### src/rtl/reg_alu_pipe.sv
// Two-stage register file + ALU datapath with operand forwarding and an external load write port.
// Latency: result and flags registered 2 edges after issue (Q_valid pulses for one cycle).
// Backpressure: none; one op accepted per cycle whenever Op_valid is high.
module reg_alu_pipe #(
    parameter int DATA_W  = 16,
    parameter int ADDR_W  = 4,
    parameter int SHAMT_W = $clog2(DATA_W)
) (
    input  logic              Clk,
    input  logic              ResetN,
    input  logic              Op_valid,
    input  logic [2:0]        ALU_s,
    input  logic [ADDR_W-1:0] RF_Ra_addr,
    input  logic [ADDR_W-1:0] RF_Rb_addr,
    input  logic [ADDR_W-1:0] RF_W_addr,
    input  logic              RF_W_en,
    input  logic              Ext_W_en,
    input  logic [ADDR_W-1:0] Ext_W_addr,
    input  logic [DATA_W-1:0] Ext_W_data,
    output logic [DATA_W-1:0] Q,
    output logic              Q_valid,
    output logic [3:0]        Flags
);
    localparam int NUM_REGS = 2**ADDR_W;
    localparam int MSB      = DATA_W - 1;

    logic [DATA_W-1:0] rf [NUM_REGS];

    logic              e_vld;
    logic              e_wen;
    logic [2:0]        e_op;
    logic [ADDR_W-1:0] e_waddr;
    logic [DATA_W-1:0] e_a;
    logic [DATA_W-1:0] e_b;

    logic [DATA_W:0]   sum_ext;
    logic [DATA_W-1:0] alu_res;
    logic              alu_c;
    logic              alu_v;
    logic [3:0]        alu_flags;
    logic [DATA_W-1:0] op_a;
    logic [DATA_W-1:0] op_b;
    logic              wb_en;

    always_comb begin
        sum_ext = '0;
        alu_res = '0;
        alu_c   = 1'b0;
        alu_v   = 1'b0;
        case (e_op)
            3'b000: begin
                sum_ext = {1'b0, e_a} + {1'b0, e_b};
                alu_res = sum_ext[MSB:0];
                alu_c   = sum_ext[DATA_W];
                alu_v   = (e_a[MSB] == e_b[MSB]) && (alu_res[MSB] != e_a[MSB]);
            end
            3'b001: begin
                // Carry of A + ~B + 1: set means no borrow.
                sum_ext = {1'b0, e_a} + {1'b0, ~e_b} + {{DATA_W{1'b0}}, 1'b1};
                alu_res = sum_ext[MSB:0];
                alu_c   = sum_ext[DATA_W];
                alu_v   = (e_a[MSB] != e_b[MSB]) && (alu_res[MSB] != e_a[MSB]);
            end
            3'b010:  alu_res = e_a & e_b;
            3'b011:  alu_res = e_a | e_b;
            3'b100:  alu_res = e_a ^ e_b;
            3'b101:  alu_res = ~e_a;
            3'b110:  alu_res = e_a << e_b[SHAMT_W-1:0];
            default: alu_res = e_a;
        endcase
        alu_flags = {(alu_res == '0), alu_res[MSB], alu_c, alu_v};
    end

    assign wb_en = e_vld && e_wen && (e_waddr != '0);

    // Operand priority: R0, in-flight E result, same-edge external write, array.
    always_comb begin
        op_a = rf[RF_Ra_addr];
        if (RF_Ra_addr == '0)
            op_a = '0;
        else if (wb_en && (e_waddr == RF_Ra_addr))
            op_a = alu_res;
        else if (Ext_W_en && (Ext_W_addr == RF_Ra_addr))
            op_a = Ext_W_data;
    end

    always_comb begin
        op_b = rf[RF_Rb_addr];
        if (RF_Rb_addr == '0)
            op_b = '0;
        else if (wb_en && (e_waddr == RF_Rb_addr))
            op_b = alu_res;
        else if (Ext_W_en && (Ext_W_addr == RF_Rb_addr))
            op_b = Ext_W_data;
    end

    always_ff @(posedge Clk or negedge ResetN) begin
        if (!ResetN) begin
            for (int i = 0; i < NUM_REGS; i++)
                rf[i] <= '0;
            e_vld   <= 1'b0;
            e_wen   <= 1'b0;
            e_op    <= '0;
            e_waddr <= '0;
            e_a     <= '0;
            e_b     <= '0;
            Q       <= '0;
            Q_valid <= 1'b0;
            Flags   <= '0;
        end else begin
            e_vld <= Op_valid;
            if (Op_valid) begin
                e_wen   <= RF_W_en;
                e_op    <= ALU_s;
                e_waddr <= RF_W_addr;
                e_a     <= op_a;
                e_b     <= op_b;
            end

            Q_valid <= e_vld;
            if (e_vld) begin
                Q     <= alu_res;
                Flags <= alu_flags;
            end

            // ALU writeback beats a same-address external write on the same edge.
            if (Ext_W_en && (Ext_W_addr != '0) && !(wb_en && (e_waddr == Ext_W_addr)))
                rf[Ext_W_addr] <= Ext_W_data;
            if (wb_en)
                rf[e_waddr] <= alu_res;
        end
    end
endmodule

### config.mk
export PLATFORM = sky130hd
export DESIGN_NAME = reg_alu_pipe
export DESIGN_NICKNAME = d
export VERILOG_FILES = /design/src/rtl/reg_alu_pipe.sv
export SDC_FILE = /design/constraint.sdc
export NUM_CORES = 1
export LEC_CHECK = 0
export BUFFER_PORTS_ARGS = -buffer_cell sky130_fd_sc_hd__clkbuf_2
export CAP_MARGIN = 20
export CORE_UTILIZATION = 61
export DETAILED_ROUTE_END_ITERATION = 12
export PLACE_DENSITY_LB_ADDON = 0.15
export SLEW_MARGIN = 10
export SYNTH_ARGS = -nofsm -noshare
export SYNTH_HDL_FRONTEND = slang
export SYNTH_SLANG_ARGS = --single-unit
### constraint.sdc
create_clock -name Clk -period 5.8 [get_ports Clk]
set_input_delay 1.74 -clock Clk [delete_from_list [all_inputs] [get_ports Clk]]
set_output_delay 1.74 -clock Clk [all_outputs]
set_load 0.01 [all_outputs]
; After elaboration in Yosys (flattened, before gate mapping)
; Index checks and enable logic that the tools add are counted.
[word_totals]
register_bits = 318
[classes]
eq_ne = 15
add_sub_neg = 3
n_shift = 1
n_bitwise = 9
reduce_logical = 20
mux = 23
n_lt_le_gt_ge = 6
[op_table]
columns = operator, count
row1 = bitwise mux 256 bit, 2
row2 = 2-to-1 mux 256 bit, 2
row3 = 2-to-1 mux 16 bit, 12
row4 = binary-select mux 16 bit (select 4 bit), 2
row5 = demux 16 bit (select 4 bit), 2
row6 = one-hot mux 16 bit (7 select lines), 1
row7 = adder 16 x 16 -> 17 bit, 2
row8 = inverter 16 bit, 2
row9 = == test 4 bit, 5
row10 = "greater-or-equal comparator 5 bit, second input constant", 4
row11 = inverter 4 -> 5 bit, 4
row12 = "adder 17 x 1 -> 17 bit, second input constant", 1
row13 = bitwise AND 16 bit, 1
row14 = logical NOT 16 bit, 1
row15 = bitwise OR 16 bit, 1
row16 = << shifter 16 x 4 -> 16 bit, 1
row17 = bitwise XOR 16 bit, 1
row18 = logical AND 1 bit, 13
row19 = "< comparator 5 x 1 -> 1 bit, second input constant", 2
row20 = "== test 3 bit, second input constant", 3
row21 = logical NOT 4 bit, 2
row22 = nonzero test 4 bit, 2
row23 = "== test 3 x 2 -> 1 bit, second input constant", 2
row24 = one-hot mux 1 bit (2 select lines), 2
row25 = 5 further kinds, 7

; Depth between registers and ports, before layout
[logic_depth]
ltp_word = 9
mapped_depth = 15

; Worst setup path after synthesis
; No wires, ideal clock.
[synth_path]
kind = input port to flip-flop
start = input RF_Rb_addr[0]
end = register e_b[2]
t_arrival_ps = 4521
setup_time_ps = 168
cell_stages = 10
path_slack_ps = 1111
path_cell_list = clkbuf_1 buf_2 buf_1 xor2_1 nor4_1 buf_2 mux2i_1 nand2_1 o21ai_0 o22ai_1
[synth_via]
elab_chain_cells = 7
word_cells_on_any_way = 12
cone_classes = eq/ne (2) / mux (6) / bitwise (1) / reduce/logical (3)
[synth_rtl]
columns = item, line
row1 = "start, declared", 14  ; input logic [ADDR_W-1:0] RF_Rb_addr,
row2 = inverter 4 -> 5 bit (not written as such), 88  ; op_b = rf[RF_Rb_addr];
row3 = binary-select mux 16 bit (select 4 bit), 88
row4 = 2-to-1 mux 16 bit (not written as such) (2 in series), 88
row5 = 2-to-1 mux 16 bit, 93  ; else if (Ext_W_en && (Ext_W_addr == RF_Rb_addr))
row6 = 2-to-1 mux 16 bit, 91  ; else if (wb_en && (e_waddr == RF_Rb_addr))
row7 = 2-to-1 mux 16 bit (*), 89  ; if (RF_Rb_addr == '0)
row8 = "end signal, assigned", 117  ; e_b <= op_b;
row9 = "end, declared", 34  ; logic [DATA_W-1:0] e_b;
; Mark *: on every way between the ends. The rest lies on a longest branch, timed or not. The select of a mux whose other input is x is not followed.
; A chain may end at the register's enable or synchronous reset.

; Worst setup path after layout
[layout_path]
start = register e_b[2]
end = register Flags[3]
[layout_via]
elab_chain_cells = 5
word_cells_on_any_way = 10
cone_classes = add/sub (3) / shift (1) / mux (1) / bitwise (4) / reduce/logical (1)
[layout_rtl]
columns = item, line
row1 = inverter 16 bit, 59  ; sum_ext = {1'b0, e_a} + {1'b0, ~e_b} + {{DATA_W{1'b0}}, 1'b1};
row2 = adder 16 x 16 -> 17 bit, 59
row3 = adder 17 x 1 -> 17 bit, 59
row4 = one-hot mux 16 bit (7 select lines) (*), 50  ; case (e_op)
row5 = logical NOT 16 bit (*), 71  ; alu_flags = {(alu_res == '0), alu_res[MSB], alu_c, alu_v};
row6 = "end signal, assigned", 123  ; Flags <= alu_flags;
row7 = "end, declared", 22  ; output logic [3:0] Flags
; Mark *: on every way between the ends. The rest lies on a longest branch, timed or not.

==> results_dict.tcl <==
set metrics [dict create \
    wire_per_inst_um 27.9 \
    post_cts_buffers 0 \
    syn_to_final_growth_pct 8.22 \
    overflow 0 \
    async_reset_ff_share_pct 100 \
    synthFlopType "dfrtp_1" \
    finalCritPeriodShare_pct 80.3 \
    place_worst_setup_slack_ps 1250 \
    cts_tree "yes" \
    setup_viol 0 \
    drtPass1Iterations 10 \
    insertedDiodeCount 0 \
    syn_inst 2173 \
    synth.most_common_cell "dfrtp_1" \
    cpPeakStageDelay_ps 680 \
    synthSimpleGateAreaFrac_pct 10.1 \
    synth_edf_count 0 \
    cts_buffers 37 \
    fin_skew_ps 19.9 \
    dieArea_um2 37100 \
    synth_area_um2 22200 \
    max_freq_mhz 215 \
    fin_crit_ps 4660 \
    synthesis.nets 2266 \
    hpwlAfterDp_mm 46.2 \
    worst_setup_path_start_kind "register" \
    h-tree-depth 2 \
    cp_slowest_cell "or4_1" \
    synthTopCellsByCount "dfrtp_1 (317), mux2i_1 (218), nand2_1 (211), clkbuf_1 (196), o21ai_0 (196)" \
    ys_warn_count 0 \
    nNetsFinal 2185 \
    drive_gt1_share_pct 21.5 \
    ys_ff_latch 317 \
    drc_errors 4 \
    hold_class "register to register" \
    fin_util_pct 67.3 \
    portBuffers 60 \
    p_per_area_nw_per_um2 472 \
    grt_util_all_layers_pct 40.4 \
    worstPathMaxFanout 19 \
    worstPathRequired_ps 6290 \
    synth_compound_area_share_pct 14.0 \
    place_area_um2 22700 \
    path_class "register to register" \
    synth_top_family_by_area "multiplexers" \
    relSlewSlack_pct 24.6 \
    final_area_um2 24000 \
    gp_congestion 1.02 \
    ant_nets 0 \
    drtIter0Drc 1817 \
    cts.path.max_buffers 3 \
    tns_ps 0 \
    hold_buffers 0 \
    core_area_um2 35700 \
    ir_drop_mv 0.329 \
    synth_xor_area_share_pct 1.50 \
    status "finished with violations" \
    placementRows 69 \
    cpMostUsedCell "or4_1" \
    slew_violations 0 \
    cts_sinks 317 \
    grt_pass1_wl_mm 110 \
    ys_seq_area_share_pct 35.8 \
    cts-root-buf "clkbuf_16" \
    cts.reportedPaths.clkPinSlew_ps 60 \
    p_total_w 0.0113 \
    cp-end-kind "register" \
    violations "design-rule violations" \
    synthAdderAreaFrac_pct 3.06 \
    critPathArrivalTime_ps 5150 \
    antenna_found_initial 1 \
    maxCapViolations 0 \
    clk_latency_ps 580 \
    syn_avg_cell_area_um2 10.2 \
    cts_resized 0 \
    vias_per_cell 7.07 \
    muxShareOfSynthArea_pct 30.2 \
    synth_top_area_share_pct 35.8 \
    fin_ws_ps 1140 \
    fp.dieW_um 193 \
    start_util_pct 62.2 \
    grt_pass1_vias 18300 \
    synth_cell_types 77 \
    ios 61 \
    synth_area_leaders "dfrtp_1 (36%), mux4_2 (18%), mux2i_1 (9.8%)" \
    worst_pin_slew_ps 1130 \
    rsz0062_at_grt "no" \
    num_vias 18300 \
    synth_largest_area_cell "dfrtp_1" \
    final-hold-violation-count 0 \
    p_leak_nw 9.53 \
    routed_wl_mm 72.0 \
    fp.dieH_um 193 \
    crit_chain "inv_1 -> ha_1 -> nor4b_1 -> or4_1 -> nand3_1 -> o32a_1 -> or4_1 -> or3_1 -> or4_1 -> o22ai_2" \
    grt_max_degree 122 \
]
[sequential cells by signal, summed over array words and instances (netlist names)]
signal / cells
e_op: 3
Flags: 4
rf: 256
e_waddr: 4
Q: 15
e_vld: 1
e_b: 16
e_wen: 1
Q_valid: 1
e_a: 16
[kinds of logic after synthesis]
group                      Yosys count
buffers and inverters              302
muxes                              446
and+or+nand+nor                    497
xor gates and xnor gates            38
AOI/OAI and AO/OA                  520
adders and majority gates           53
DFF                                317
[worst max-delay path: cells and delay by family, from the launching register on]
kind,cells,cell delay (ps)
and+or+nand+nor,6,2410
AOI/OAI and AO/OA,2,710
DFF,1,600
adders and majority gates,1,500
buffers and inverters,1,350
[cells in the final DEF (no fill, tap or decap), drive strengths merged, types with 4 or more instances in the layout]
| cell | netlist | layout |
|---|---|---|
| xor2 | 16 | 16 |
| nor3 | 15 | 15 |
| a211oi | 48 | 48 |
| a221o | 4 | 4 |
| or3 | 12 | 12 |
| buf | 53 | 75 |
| o21ai | 198 | 198 |
| nand2b | 13 | 13 |
| and3 | 5 | 5 |
| nor2b | 44 | 44 |
| mux2i | 218 | 218 |
| xnor2 | 22 | 22 |
| nor2 | 140 | 140 |
| a211o | 7 | 7 |
| clkinv | 3 | 9 |
| nand3 | 17 | 17 |
| nand4 | 7 | 7 |
| a31oi | 8 | 8 |
| nor3b | 4 | 4 |
| or2 | 4 | 4 |
| ha | 51 | 51 |
| inv | 49 | 51 |
| nand2 | 211 | 211 |
| a21o | 5 | 5 |
| dfrtp | 317 | 317 |
| o22ai | 31 | 31 |
| mux2 | 55 | 55 |
| o21bai | 4 | 4 |
| a22o | 8 | 8 |
| mux4 | 173 | 173 |
| o211ai | 6 | 6 |
| a21oi | 147 | 147 |
| a221oi | 10 | 10 |
| or4 | 10 | 10 |
| clkbuf | 197 | 112 |
[metrics by stage]
step | hold WS [ps] | cells
2_1_floorplan | 405 | 2173
3_3_place_gp | 376 | 2514
3_5_place_dp | 384 | 2514
4_1_cts | 397 | 2582
5_1_grt | 408 | 2582
6_report | 395 | 2582
[report_power, final]
part	switching, W	internal (W)	leakage (nW)	total [W]
registers	0.000771	0.00307	3.72	0.00384
clock network	0.00101	0.00142	0.614	0.00243
logic	0.00276	0.00229	5.20	0.00506
[area by class of cell]
type,instances,area [µm²]
Multi-Input combinational cell,1554,13200
Sequential cell,317,7930
Tap cell,461,577
Fill cell,2787,11700
Inverter,52,195
Clock buffer,57,1110
Clock inverter,11,141
Timing Repair Buffer,130,883
[routing by layer]
layer  share of wire (%)  up-vias  track usage, %
met5               0.017        -               0
met4                 6.6        2            25.1
met3                  10      311            10.2
met2                  46     1139            62.6
met1                  37     9008            50.8
li1                    -     7805               -
[worst paths after layout]
| path | cells past startpoint | to | slack [ps] | from |
|---|---|---|---|---|
| worst max-delay path | 10 | Flags[3] | 1140 | e_b[2] |
| worst min-delay path | 0 | rf[250] | 400 | rf[250] |
| worst max register to register | 10 | Flags[3] | 1140 | e_b[2] |
| worst min register to register | 0 | rf[250] | 400 | rf[250] |
| max in group asynchronous | 2 | Q[10] | 3330 | ResetN |
| min in group asynchronous | 1 | rf[84] | 1270 | ResetN |
Note: power is estimated with default switching activity, not from simulation.
